<file path="src/rtl/ieee754_pkg.sv">
// Shared constants, field positions and stage types for the FP adder front end.
package ieee754_pkg;

  localparam int EXP_W  = 8;
  localparam int FRAC_W = 23;
  localparam int SIG_W  = 28;
  localparam int D_W    = 5;

  localparam logic [31:0] IEEE754_QNAN = 32'h7FFF_FFFF;

  localparam int SIGN_POS = 31;
  localparam int EXP_MSB  = 30;
  localparam int EXP_LSB  = 23;
  localparam int FRAC_MSB = 22;
  localparam int FRAC_LSB = 0;

  // Beyond this shift every significand bit lands in the sticky position.
  localparam int STICKY_LIM = 27;

  localparam logic [EXP_W-1:0] EXP_MAX = '1;

  // Stage-1 register contents: ordered operands plus special-case result.
  typedef struct packed {
    logic [SIG_W-1:0] sig_l;
    logic [SIG_W-1:0] sig_s;
    logic [D_W-1:0]   d;
    logic [EXP_W-1:0] exp_l;
    logic             sign_l;
    logic             eff_sub;
    logic             zero_sign;
    logic             special;
    logic [31:0]      special_val;
  } s1_t;

  // Zero exponent flushes to a zero significand; otherwise hidden bit + 3 GRS bits.
  function automatic logic [SIG_W-1:0] unpack_sig(logic [31:0] f);
    return (f[EXP_MSB:EXP_LSB] == '0) ? '0 : {2'b01, f[FRAC_MSB:FRAC_LSB], 3'b000};
  endfunction

endpackage

</file>
<file path="src/rtl/ieee754_shift_sticky.sv">
// Right shift of a 28-bit significand; all bits shifted out are ORed into bit 0.
module ieee754_shift_sticky
  import ieee754_pkg::*;
(
  input  logic [SIG_W-1:0] in,
  input  logic [D_W-1:0]   amt,
  output logic [SIG_W-1:0] out
);

  logic [SIG_W-1:0] lost_mask;
  logic [SIG_W-1:0] shifted;
  logic             sticky;

  // Shift, then collapse the lost bits into the sticky position.
  always_comb begin
    shifted   = in >> amt;
    lost_mask = ~({SIG_W{1'b1}} << amt);
    sticky    = |(in & lost_mask);
    if (amt >= D_W'(STICKY_LIM)) begin
      shifted = '0;
      sticky  = |in;
    end
    out = {shifted[SIG_W-1:1], shifted[0] | sticky};
  end

endmodule

</file>
<file path="src/rtl/ieee754_add_align.sv">
// Two-stage elastic FP add front end: unpack/order/specials, then align and add.
module ieee754_add_align
  import ieee754_pkg::*;
(
  input  logic              clk,
  input  logic              rst_n,
  input  logic              in_valid,
  output logic              in_ready,
  input  logic [31:0]       in_a,
  input  logic [31:0]       in_b,
  input  logic              in_sub,
  output logic              out_valid,
  input  logic              out_ready,
  output logic              out_sign,
  output logic [EXP_W-1:0]  out_exp,
  output logic [SIG_W-1:0]  out_sig,
  output logic              out_zero,
  output logic              out_special,
  output logic [31:0]       out_special_val
);

  logic [2:1]       vld_pipe_q;
  logic             s1_adv, s2_adv;
  s1_t              s1_d, s1_q;

  logic             sb, a_nan, b_nan, a_inf, b_inf, a_big;
  logic [EXP_W-1:0] ea, eb, ediff;

  logic [SIG_W-1:0] s_al, mag;
  logic             sign_d, sign_q, zero_d, zero_q, spec_d, spec_q;
  logic [EXP_W-1:0] exp_d, exp_q;
  logic [SIG_W-1:0] sig_d, sig_q;
  logic [31:0]      sval_d, sval_q;

  assign s2_adv    = !vld_pipe_q[2] || out_ready;
  assign s1_adv    = !vld_pipe_q[1] || s2_adv;
  assign in_ready  = s1_adv;
  assign out_valid = vld_pipe_q[2];

  // Stage 1: classify, order by magnitude, saturate the exponent gap.
  always_comb begin
    sb    = in_b[SIGN_POS] ^ in_sub;
    ea    = in_a[EXP_MSB:EXP_LSB];
    eb    = in_b[EXP_MSB:EXP_LSB];
    a_nan = (ea == EXP_MAX) && (in_a[FRAC_MSB:FRAC_LSB] != '0);
    b_nan = (eb == EXP_MAX) && (in_b[FRAC_MSB:FRAC_LSB] != '0);
    a_inf = (ea == EXP_MAX) && (in_a[FRAC_MSB:FRAC_LSB] == '0);
    b_inf = (eb == EXP_MAX) && (in_b[FRAC_MSB:FRAC_LSB] == '0);
    a_big = in_a[EXP_MSB:0] >= in_b[EXP_MSB:0];
    ediff = a_big ? (ea - eb) : (eb - ea);

    s1_d           = '0;
    s1_d.sig_l     = a_big ? unpack_sig(in_a) : unpack_sig(in_b);
    s1_d.sig_s     = a_big ? unpack_sig(in_b) : unpack_sig(in_a);
    s1_d.d         = (|ediff[EXP_W-1:D_W]) ? '1 : ediff[D_W-1:0];
    s1_d.exp_l     = a_big ? ea : eb;
    s1_d.sign_l    = a_big ? in_a[SIGN_POS] : sb;
    s1_d.eff_sub   = in_a[SIGN_POS] ^ sb;
    s1_d.zero_sign = in_a[SIGN_POS] & sb;

    if (a_nan || b_nan || (a_inf && b_inf && (in_a[SIGN_POS] != sb))) begin
      s1_d.special     = 1'b1;
      s1_d.special_val = IEEE754_QNAN;
    end else if (a_inf) begin
      s1_d.special     = 1'b1;
      s1_d.special_val = {in_a[SIGN_POS], EXP_MAX, {FRAC_W{1'b0}}};
    end else if (b_inf) begin
      s1_d.special     = 1'b1;
      s1_d.special_val = {sb, EXP_MAX, {FRAC_W{1'b0}}};
    end
  end

  ieee754_shift_sticky u_shift (
    .in  (s1_q.sig_s),
    .amt (s1_q.d),
    .out (s_al)
  );

  // Stage 2: magnitude add/sub; specials force the numeric fields to zero.
  always_comb begin
    mag    = s1_q.eff_sub ? (s1_q.sig_l - s_al) : (s1_q.sig_l + s_al);
    zero_d = (mag == '0);
    sign_d = zero_d ? (!s1_q.eff_sub && s1_q.zero_sign) : s1_q.sign_l;
    sig_d  = mag;
    exp_d  = s1_q.exp_l;
    spec_d = s1_q.special;
    sval_d = s1_q.special_val;
    if (s1_q.special) begin
      zero_d = 1'b0;
      sign_d = 1'b0;
      sig_d  = '0;
      exp_d  = '0;
    end
  end

  // Handshake valids: each stage refills whenever it advances.
  always_ff @(posedge clk or negedge rst_n) begin
    if (!rst_n) begin
      vld_pipe_q <= '0;
    end else begin
      if (s2_adv) vld_pipe_q[2] <= vld_pipe_q[1];
      if (s1_adv) vld_pipe_q[1] <= in_valid;
    end
  end

  // Stage-1 data captures operands only on accept.
  always_ff @(posedge clk or negedge rst_n) begin
    if (!rst_n)                 s1_q <= '0;
    else if (s1_adv && in_valid) s1_q <= s1_d;
  end

  // Output registers load only when a valid stage-1 result moves forward.
  always_ff @(posedge clk or negedge rst_n) begin
    if (!rst_n) begin
      sign_q <= 1'b0;
      exp_q  <= '0;
      sig_q  <= '0;
      zero_q <= 1'b0;
      spec_q <= 1'b0;
      sval_q <= '0;
    end else if (s2_adv && vld_pipe_q[1]) begin
      sign_q <= sign_d;
      exp_q  <= exp_d;
      sig_q  <= sig_d;
      zero_q <= zero_d;
      spec_q <= spec_d;
      sval_q <= sval_d;
    end
  end

  assign out_sign        = sign_q;
  assign out_exp         = exp_q;
  assign out_sig         = sig_q;
  assign out_zero        = zero_q;
  assign out_special     = spec_q;
  assign out_special_val = sval_q;

endmodule

</file>
<file path="config.mk">
export PLATFORM = sky130hd
export DESIGN_NAME = ieee754_add_align
export DESIGN_NICKNAME = d
export VERILOG_FILES = /design/src/rtl/ieee754_pkg.sv /design/src/rtl/ieee754_shift_sticky.sv /design/src/rtl/ieee754_add_align.sv
export SDC_FILE = /design/constraint.sdc
export NUM_CORES = 1
export LEC_CHECK = 0
export CAP_MARGIN = 30
export CORE_MARGIN = 2
export CORE_UTILIZATION = 50
export DETAILED_ROUTE_END_ITERATION = 6
export PLACE_DENSITY_LB_ADDON = 0.12
export REMOVE_ABC_BUFFERS = 1
export SYNTH_ARGS = -nofsm -noshare
export SYNTH_HDL_FRONTEND = slang
export SYNTH_HIERARCHICAL = 1
export SYNTH_SLANG_ARGS = --single-unit
</file>
<file path="constraint.sdc">
create_clock -name clk -period 7.1 [get_ports clk]
set_input_delay 1.42 -clock clk [delete_from_list [all_inputs] [get_ports clk]]
set_output_delay 1.42 -clock clk [all_outputs]
set_load 0.05 [all_outputs]
</file>
==> impl_metrics.csv, run 1 <==
group,metric,value,unit
logic_synthesis,ys_ff_latch,110,
sta,hold_viol_final,0,
die,rows,52,
clock_network,clockBufferDepth,2,
placed_design,io_buffers,141,
sta,tightest_slew,0.960,ns
logic_synthesis,ys_seq_area_share,26.3,%
die,io_pins,142,
logic_synthesis,netlist_top_cells_area,"dfrtp_1, ha_1, nor2_1",
sta,slew_viol_final,0,
sta,rsz0062_at_grt,"no",
cells_and_area,drive_gt1_share,6.53,%
global_route,overflow,0,
logic_synthesis,yosys_warnings,6,
pwr,power,3810,uW
clock_network,clkLatencyLatePin,0.37,ns
sta,max_freq,0.153,GHz
global_route,use_met2,43.6,%
die,die_h,149,um
pwr,ir_worst_vdd,0.152,mV
detailed_routing,drc,0,
cells_and_area,diodes,0,
global_route,top_usage_layer,"met2",
pwr,power_leakage,0.00508,uW
global_route,grt_pass1_wl,47.3,mm
global_route,grt_usage,26.9,%
placed_design,gp_congestion,0.972,
worst_hold_path,hold_end,"out_sig[3]",
clock_network,tritoncts,"yes",
global_route,use_met1,37.8,%
sta,finClkSkew,0.0152,ns
detailed_routing,routed_wl,30.0,mm
clock_network,cts_buffers,9,
logic_synthesis,synth_top_flop_cell,"dfrtp_1",
worst_hold_path,hp-start,"out_sig[3]",
sta,finalSetupViolCount,0,
sta,fin_crit,6.53,ns
logic_synthesis,syn_inst,1280,
logic_synthesis,yosysTopAreaCell,"dfrtp_1",
die,die_width,149,um
critical_path,required,7.35,ns
clock_network,htreeDepth,3,
cells_and_area,fillerInstances,1901,
critical_path,path_max_fanout,43,
critical_path,r2r_slack,0.57,ns
detailed_routing,num_vias,9866,
flow_run,cap_violations,0,
global_route,grt_max_degree,72,
critical_path,r2r-start,"s1_q[44]",
detailed_routing,drtPass1Iterations,5,
critical_path,slowest_stage,"dfrtp_2",
cells_and_area,finalNetCount,1494,
global_route,grt_pass1_vias,8943,
global_route,grt_util_met3,3.53,%
detailed_routing,vias_per_cell,6.04,
clock_network,cts_setup_buffers,0,
critical_path,worstPathCellList,"mux2_2 > nand2b_1 > mux2i_1 > o21ai_1 > o2111ai_1 > inv_1 > ha_1 > a41oi_1 > nor2_1 > xor2_1 > ha_1 > nand2_1 > or3_1 > o31ai_1 > o31a_1 > o22ai_1 > nor4_1 > nand4_1 > nor4_2 > mux2i_1 > o21ai_1",
logic_synthesis,ys_types,84,
cells_and_area,layout_common_cells,"nor2_1, clkdlybuf4s50_1, nand2_1",
sta,relSlewSlack,36.0,%
critical_path,endpoint_kind,"flop",
clock_network,clkTransAtPathRegs,0.09,ns
logic_synthesis,syn_area,0.0105,sq mm
placed_design,hpwl,23.7,mm
logic_synthesis,avgSynthCellArea,8.17,sq um
die,die-area,0.0221,sq mm
critical_path,worstSetupStartpointType,"flop",
sta,fin_crit_sh,92.0,%
worst_hold_path,hold_path.class,"reg2reg",
detailed_routing,ant_nets,0,
detailed_routing,wl_per_cell,18.3,um
critical_path,reg2reg_depth,21,
logic_synthesis,synth_async_sr_flop_share,100,%
detailed_routing,first_iter_violations,666,
die,start_util,51.4,%
clock_network,ctsHoldBuffers,0,
cells_and_area,final_common_cell,"nor2_1",
placed_design,place_ws,0.531,ns
worst_hold_path,hold_path_depth,2,
sta,setup_ws,0.566,ns
global_route,antenna_found_initial,0,
cells_and_area,syn_to_final_growth,15.7,%
logic_synthesis,synth-edff-count,0,
clock_network,root_buffer,"clkbuf_16",
pwr,power.density,315,mW/mm^2
die,core,0.0204,sq mm
critical_path,r2r_end,"out_sign",
critical_path,critPathKind,"reg2reg",
critical_path,startpoint,"s1_q[44]",
status,outcome,"finished, final reports clean",
logic_synthesis,synth_top_area_share,26.3,%
cells_and_area,seqCellArea,0.00276,sq mm
critical_path,crit_path_max_incr_delay,1.00,ns
critical_path,cp_data_arrival_time,6.79,ns
clock_network,clock_sinks,110,
cells_and_area,multi_input_area,0.00688,sq mm
[registers in the layout, indices dropped and copies added, names as in the netlist]
name             flops
out_exp              8
out_sig             28
out_sign             1
out_special_val      3
out_zero             1
s1_q                64
sval_d               3
vld_pipe_q           2
[worst max path at each step]
stage                                     to  slack [ns]  depth (start not counted)
final                               out_sign        0.57                         21
after global routing                out_sign        0.03                         25
after CTS                           out_sign        0.52                         24
after detailed placement            out_sign        0.53                         21
after global placement              out_sign        0.71                         21
after floorplan           out_special_val[0]       -1.47                          0
[kinds of logic after synthesis]
| logic type | Yosys count | synth area share [%] |
|---|---|---|
| and+or+nand+nor | 458 | 20.9 |
| AOI/OAI and AO/OA | 362 | 23.4 |
| buffers and inverters | 169 | 8.42 |
| DFF | 110 | 26.3 |
| adders and majority gates | 69 | 8.35 |
| muxes | 61 | 8.33 |
| xor gates and xnor gates | 50 | 4.26 |
| other | 1 | 0.0359 |
[synth_stat cells (10+ instances only)]
master	count
nor3_1	30
xor2_1	12
o21a_1	17
ha_1	65
nand2_1	120
a21o_1	26
xnor2_1	37
o31ai_1	11
nand2b_1	17
mux2i_1	33
nand3_1	14
nand4_1	20
a211oi_1	14
buf_2	17
buf_4	36
clkbuf_1	38
o21ai_0	82
nor4_1	26
a221oi_1	47
nor2_1	172
a31oi_1	10
inv_1	64
dfrtp_1	110
a21oi_1	78
mux4_2	20
buf_6	12
[critical path, delay by kind of cell (launching register included)]
kind	cells	cell delay, ns
AOI/OAI and AO/OA	7	1.69
and+or+nand+nor	7	1.57
DFF	1	1.00
muxes	3	0.94
adders and majority gates	2	0.81
buffers and inverters	1	0.27
xor gates and xnor gates	1	0.16
[what timing repair did]
| action | CTS | global route |
|---|---|---|
| setup endpoints to repair | 0 | 1 |
| endpoints found under the hold margin | 0 | 0 |
| gates resized for setup | 0 | 1 |
[routing by layer]
layer  wire (um)  up-vias
met5           0        -
met4         646        0
met3        1960       35
met2       13900      358
met1       13500     4670
li1            -     4803
[layout make-up]
cell class,instances,area share (%)
repair buffers,158,13.0
clock inverters,7,0.755
flip-flops and latches,110,22.8
clock buffers,9,1.86
multi-input cells,1015,56.9
well taps,270,2.79
inverters,64,1.98
[where the power goes]
part,total [uW],internal [uW],switching [uW],leakage (uW)
registers,964,780,184,0.00129
clock network,525,253,272,0.000151
logic,2320,890,1430,0.00363
total,3810,1920,1890,0.00508
[metrics by stage]
step | hold WS, ns | std cells | cell area [sq um] | TNS [ns] | utilization [%]
6_report | 0.480 | 1633 | 12100 | 0 | 59.4
5_1_grt | 0.508 | 1633 | 12100 | 0 | 59.4
4_1_cts | 0.483 | 1632 | 12100 | 0 | 59.3
3_5_place_dp | 0.464 | 1616 | 11800 | 0 | 57.7
3_3_place_gp | 0.454 | 1615 | 11700 | 0 | 57.6
2_1_floorplan | 0.438 | 1189 | 9870 | -34.79 | -
(Power assumes the default switching activity.)
==> inputs of run 2 (changes only) <==
- SKIP_LAST_GASP: default -> 1
==> results of run 2 <==
Same layout as run 1: the final DEF is identical, and so are final timing and power.
==> inputs of run 3 (changes only) <==
- CTS_CLUSTER_SIZE: default -> 28
- clock period: 7.1 -> 6.93 ns (I/O delays scaled with it)
==> impl_metrics.csv, run 3 (synthesis results as in run 1) <==
group,metric,value,unit
status,outcome,"finished, final reports clean",
clock_network,clkLatencyLatePin,0.36,ns
global_route,grt_util_met3,3.56,%
critical_path,r2r_end,"out_sign",
global_route,antenna_found_initial,0,
clock_network,clock_sinks,110,
detailed_routing,num_vias,9918,
clock_network,cts_buffers,9,
global_route,use_met2,44.9,%
pwr,ir_worst_vdd,0.145,mV
worst_hold_path,hold_path.class,"reg2reg",
detailed_routing,ant_nets,0,
cells_and_area,top_register,"s1_q",
sta,tightest_slew,0.950,ns
cells_and_area,largest_register_ffs,64,
detailed_routing,routed_wl,30.4,mm
sta,hold_viol_final,0,
critical_path,worstSetupStartpointType,"flop",
worst_hold_path,hold_end,"out_sig[8]",
clock_network,cts_resized,0,
clock_network,cts_setup_buffers,0,
die,die_width,149,um
critical_path,cp_data_arrival_time,6.56,ns
global_route,top_usage_layer,"met2",
sta,relSlewSlack,36.4,%
sta,fin_crit,6.31,ns
cells_and_area,final_common_cell,"nor2_1",
die,die_h,149,um
die,start_util,51.4,%
critical_path,endpoint_kind,"flop",
sta,max_freq,0.158,GHz
cells_and_area,utilization,59.8,%
global_route,grt_pass1_wl,48.6,mm
pwr,power,3980,uW
cells_and_area,fillerInstances,1907,
cells_and_area,diodes,0,
sta,finClkSkew,0.0120,ns
placed_design,io_buffers,141,
worst_hold_path,hp-start,"out_sig[8]",
critical_path,critPathKind,"reg2reg",
pwr,power.density,327,mW/mm^2
clock_network,ctsHoldBuffers,0,
critical_path,r2r_slack,0.62,ns
die,rows,52,
detailed_routing,drc,0,
clock_network,root_buffer,"clkbuf_16",
global_route,grt_pass1_vias,8999,
clock_network,tritoncts,"yes",
critical_path,path_max_fanout,34,
pwr,power_leakage,0.00512,uW
global_route,overflow,0,
detailed_routing,first_iter_violations,662,
critical_path,required,7.18,ns
sta,rsz0062_at_grt,"no",
detailed_routing,drtPass1Iterations,7,
sta,slew_viol_final,0,
cells_and_area,layout_common_cells,"nor2_1, clkdlybuf4s50_1, nand2_1",
global_route,grt_max_degree,59,
die,io_pins,142,
sta,fin_crit_sh,91.1,%
global_route,use_met1,38.8,%
sta,tns,0,ns
die,core,0.0204,sq mm
cells_and_area,drive_gt1_share,6.94,%
placed_design,hpwl,24.0,mm
global_route,grt_usage,27.7,%
worst_hold_path,hold_path_depth,2,
detailed_routing,vias_per_cell,6.05,
flow_run,cap_violations,0,
clock_network,htreeDepth,3,
sta,setup_ws,0.618,ns
critical_path,reg2reg_depth,25,
cells_and_area,syn_to_final_growth,16.4,%
critical_path,r2r-start,"s1_q[45]",
sta,finalSetupViolCount,0,
placed_design,gp_congestion,0.975,
clock_network,clockBufferDepth,2,
placed_design,place_ws,0.481,ns
clock_network,clkTransAtPathRegs,0.08,ns
die,die-area,0.0221,sq mm
detailed_routing,wl_per_cell,18.6,um
sta,hold_ws,0.481,ns
cells_and_area,finalNetCount,1499,
## run 3: cell count changes in the layout (fill, tap and decap cells not counted), moves of 2 or more
cell	before	now
buf_4	16	21
clkinv_4	2	0
clkinv_8	4	2
bufinv_16	0	2
## run 3: worst max-delay path: stages, from the launching register on
cell and delay (ns):
dfrtp_4 0.70, buf_4 0.24, mux2_2 0.36, o21ai_0 0.27
o21ai_0 0.16, a21oi_1 0.17, o22ai_1 0.17, nor4_1 0.42
nand2b_1 0.16, nor3_1 0.21, a41oi_1 0.23, nor2_1 0.26
o21a_1 0.23, o21ai_0 0.13, xnor2_1 0.15, ha_1 0.36
a21oi_1 0.32, o21a_1 0.18, o221ai_1 0.14, nor2_1 0.12
nand4bb_1 0.11, nor4_1 0.32, nand4_1 0.21, nor4_2 0.28
mux2i_1 0.22, o21ai_1 0.07
## run 3: worst max path at each step
stage	startpoint	to
2_1_floorplan	out_special_val[22]	out_special_val[0]
3_3_place_gp	s1_q[45]	out_sign
3_5_place_dp	s1_q[45]	out_sign
4_1_cts	s1_q[45]	out_sign
5_1_grt	s1_q[45]	out_sign
6_report	s1_q[45]	out_sign
## run 3: final cells by class
class                      instances  area (sq um)  share of cell area [%]
tap                              270           338                    2.77
multi-input combinational       1015          6890                    56.6
clock inverter                     7           118                   0.966
inverter                          64           240                    1.97
timing repair buffer             163          1610                    13.2
sequential                       110          2760                    22.7
clock buffer                       9           225                    1.85
## run 3: routing by layer
metal / routed length, um / vias to the layer above
met5: 0 / -
met4: 711 / 0
met3: 1810 / 52
met2: 14200 / 378
met1: 13700 / 4691
li1: - / 4797
## run 3: report_power, final
group	total [uW]	switching [uW]	internal, uW
clock	592	265	327
combinational	2410	1490	917
sequential	981	181	800
## run 3: per-stage QoR
step	instance area (sq um)	instances
floorplan	9870	1189
global placement	11800	1620
detailed placement	11800	1621
CTS	12100	1637
global route	12200	1638
finish	12200	1638
==> edit, RTL diff (settings of run 1) <==
Make the reset (`rst_n`) synchronous in 3 clocked blocks.
--- a/src/rtl/ieee754_add_align.sv
+++ b/src/rtl/ieee754_add_align.sv
@@ -95,5 +95,5 @@
 
   // Handshake valids: each stage refills whenever it advances.
-  always_ff @(posedge clk or negedge rst_n) begin
+  always_ff @(posedge clk) begin
     if (!rst_n) begin
       vld_pipe_q <= '0;
@@ -105,5 +105,5 @@
 
   // Stage-1 data captures operands only on accept.
-  always_ff @(posedge clk or negedge rst_n) begin
+  always_ff @(posedge clk) begin
     if (!rst_n)                 s1_q <= '0;
     else if (s1_adv && in_valid) s1_q <= s1_d;
@@ -111,5 +111,5 @@
 
   // Output registers load only when a valid stage-1 result moves forward.
-  always_ff @(posedge clk or negedge rst_n) begin
+  always_ff @(posedge clk) begin
     if (!rst_n) begin
       sign_q <= 1'b0;
Check against the original RTL: differs if rst_n is asserted again (counterexample within 4 cycles, from zero or initial values and one cycle with rst_n low); with rst_n held inactive, the same outputs for 4 cycles.
==> edit against run 1 <==
  * Cell count barely moved
  * Final area decreased by 2.1%
  * Die area shrank 2.1%
  * Worst setup slack better by 0.050 ns
  * Count of clock-buffer cells in the layout is the same
  * Sequential cell count unchanged
  * Synthesized area fell by 2.2%
  * Non-clock buffer count increased by 4
  * Critical path depth is 2 higher
  * Wire length increased by 0.88%
  * Critical path type unchanged
Power is not compared: it rests on default switching activity, and its combinational part moved more than twofold at a synthesized area within 25%.
==> edit: results <==
{
  "rr_worst_depth": 23,
  "wl_met3_um": 2072,
  "critical-path-max-stage-delay_ns": 0.64,
  "met1_length_um": 13470,
  "use_met1_pct": 38.13,
  "worst_pin_slew_ns": 1.009,
  "drt_iter0_drc": 940,
  "synth_commonest_cells": "nor2_1, dfxtp_1, nand2_1",
  "holdPathStages": 2,
  "timing.rr.start": "s1_q[45]$_SDFFE_PN0P_",
  "r2r_end": "out_sign$_SDFFE_PN0P_",
  "finalNetCount": 1495,
  "antenna_found_initial": 0,
  "avgViaCountPerCell": 6.152,
  "clk_latency_ns": 0.36,
  "nNonClkBuffers": 162,
  "finalWirelength_um": 30230,
  "dp_hpwl_um": 23360,
  "grt_pass1_wl_um": 48530,
  "hold_class": "register to register",
  "regArea_um2": 2210,
  "clk_share_pct": 2.365,
  "grt_usage_pct": 27.69,
  "slowest_stage": "dfxtp_4",
  "n_fill_cell": 1902,
  "cts_setup_buffers": 0,
  "hold_path_end": "s1_q[34]$_SDFFE_PN0P_",
  "outcome": "finished clean",
  "gp_congestion": 0.9674,
  "placed_area_um2": 11560,
  "arrival_ns": 6.74,
  "gr-usage-met3_pct": 4.224,
  "grt_max_degree": 112,
  "multi_input_area_um2": 7233,
  "first_global_vias": 9174,
  "synth_cell_types": 82,
  "inverters_excl_clock": 60,
  "ys_seq_area_share_pct": 21.53,
  "cp_max_fo": 35,
  "drive_gt1_share_pct": 6.085,
  "fin_skew_ns": 0.01268,
  "route.met2.wl_um": 13480,
  "met2_usage_pct": 43.50,
  "nonClkBufAreaFrac_pct": 13.20,
  "r2r_slack_ns": 0.62,
  "synth_area_leaders": "dfxtp_1, ha_1, mux4_2, nor2_1, nor3b_1",
  "nFlopsAndLatches": 110,
  "min_from": "s1_q[34]$_SDFFE_PN0P_",
  "multi_input_gates": 1016,
  "utilization_pct": 58.75,
  "cp_top_family": "simple AND/OR/NAND/NOR gates"
}
[edit: cell families (layout without fill, tap and decap cells)]
group                    Yosys count  after routing  share of synthesized area (%)
buffers and inverters            177            238                          8.391
adder cells (fa/ha/maj)           69             69                          8.538
AND/OR/NAND/NOR                  465            465                          24.09
AO/OA/AOI/OAI                    353            353                          24.39
flip-flops                       110            110                          21.53
multiplexers                      61             61                          8.489
other                              1             15                        0.03666
XOR/XNOR                          53             53                          4.538
[edit: worst max path at each step]
stage | start | end | slack [ns] | cells after the start
final | s1_q[45]$_SDFFE_PN0P_ | out_sign$_SDFFE_PN0P_ | 0.62 | 23
after global routing | s1_q[45]$_SDFFE_PN0P_ | out_sign$_SDFFE_PN0P_ | 0.09 | 23
after global placement | s1_q[44]$_SDFFE_PN0P_ | out_sign$_SDFFE_PN0P_ | 0.73 | 21
after CTS | s1_q[45]$_SDFFE_PN0P_ | out_sign$_SDFFE_PN0P_ | 0.47 | 23
after detailed placement | s1_q[45]$_SDFFE_PN0P_ | out_sign$_SDFFE_PN0P_ | 0.50 | 23
after floorplan | out_special_val[22]$_SDFFE_PN0P_ | out_special_val[0] | -2.01 | 0
[edit: through the flow]
stage / hold slack [ns] / setup TNS [ns] / total power [uW] / worst slack (ns) / instances
6_report: 0.4669 / 0 / 2352 / 0.6160 / 1634
5_1_grt: 0.4879 / 0 / 2496 / 0.08722 / 1634
4_1_cts: 0.4705 / 0 / 2349 / 0.4655 / 1634
3_5_place_dp: 0.4604 / 0 / 1853 / 0.5034 / 1618
3_3_place_gp: 0.4527 / 0 / 1846 / 0.7316 / 1618
2_1_floorplan: 0.4434 / -47.52 / 1519 / -2.008 / 1186
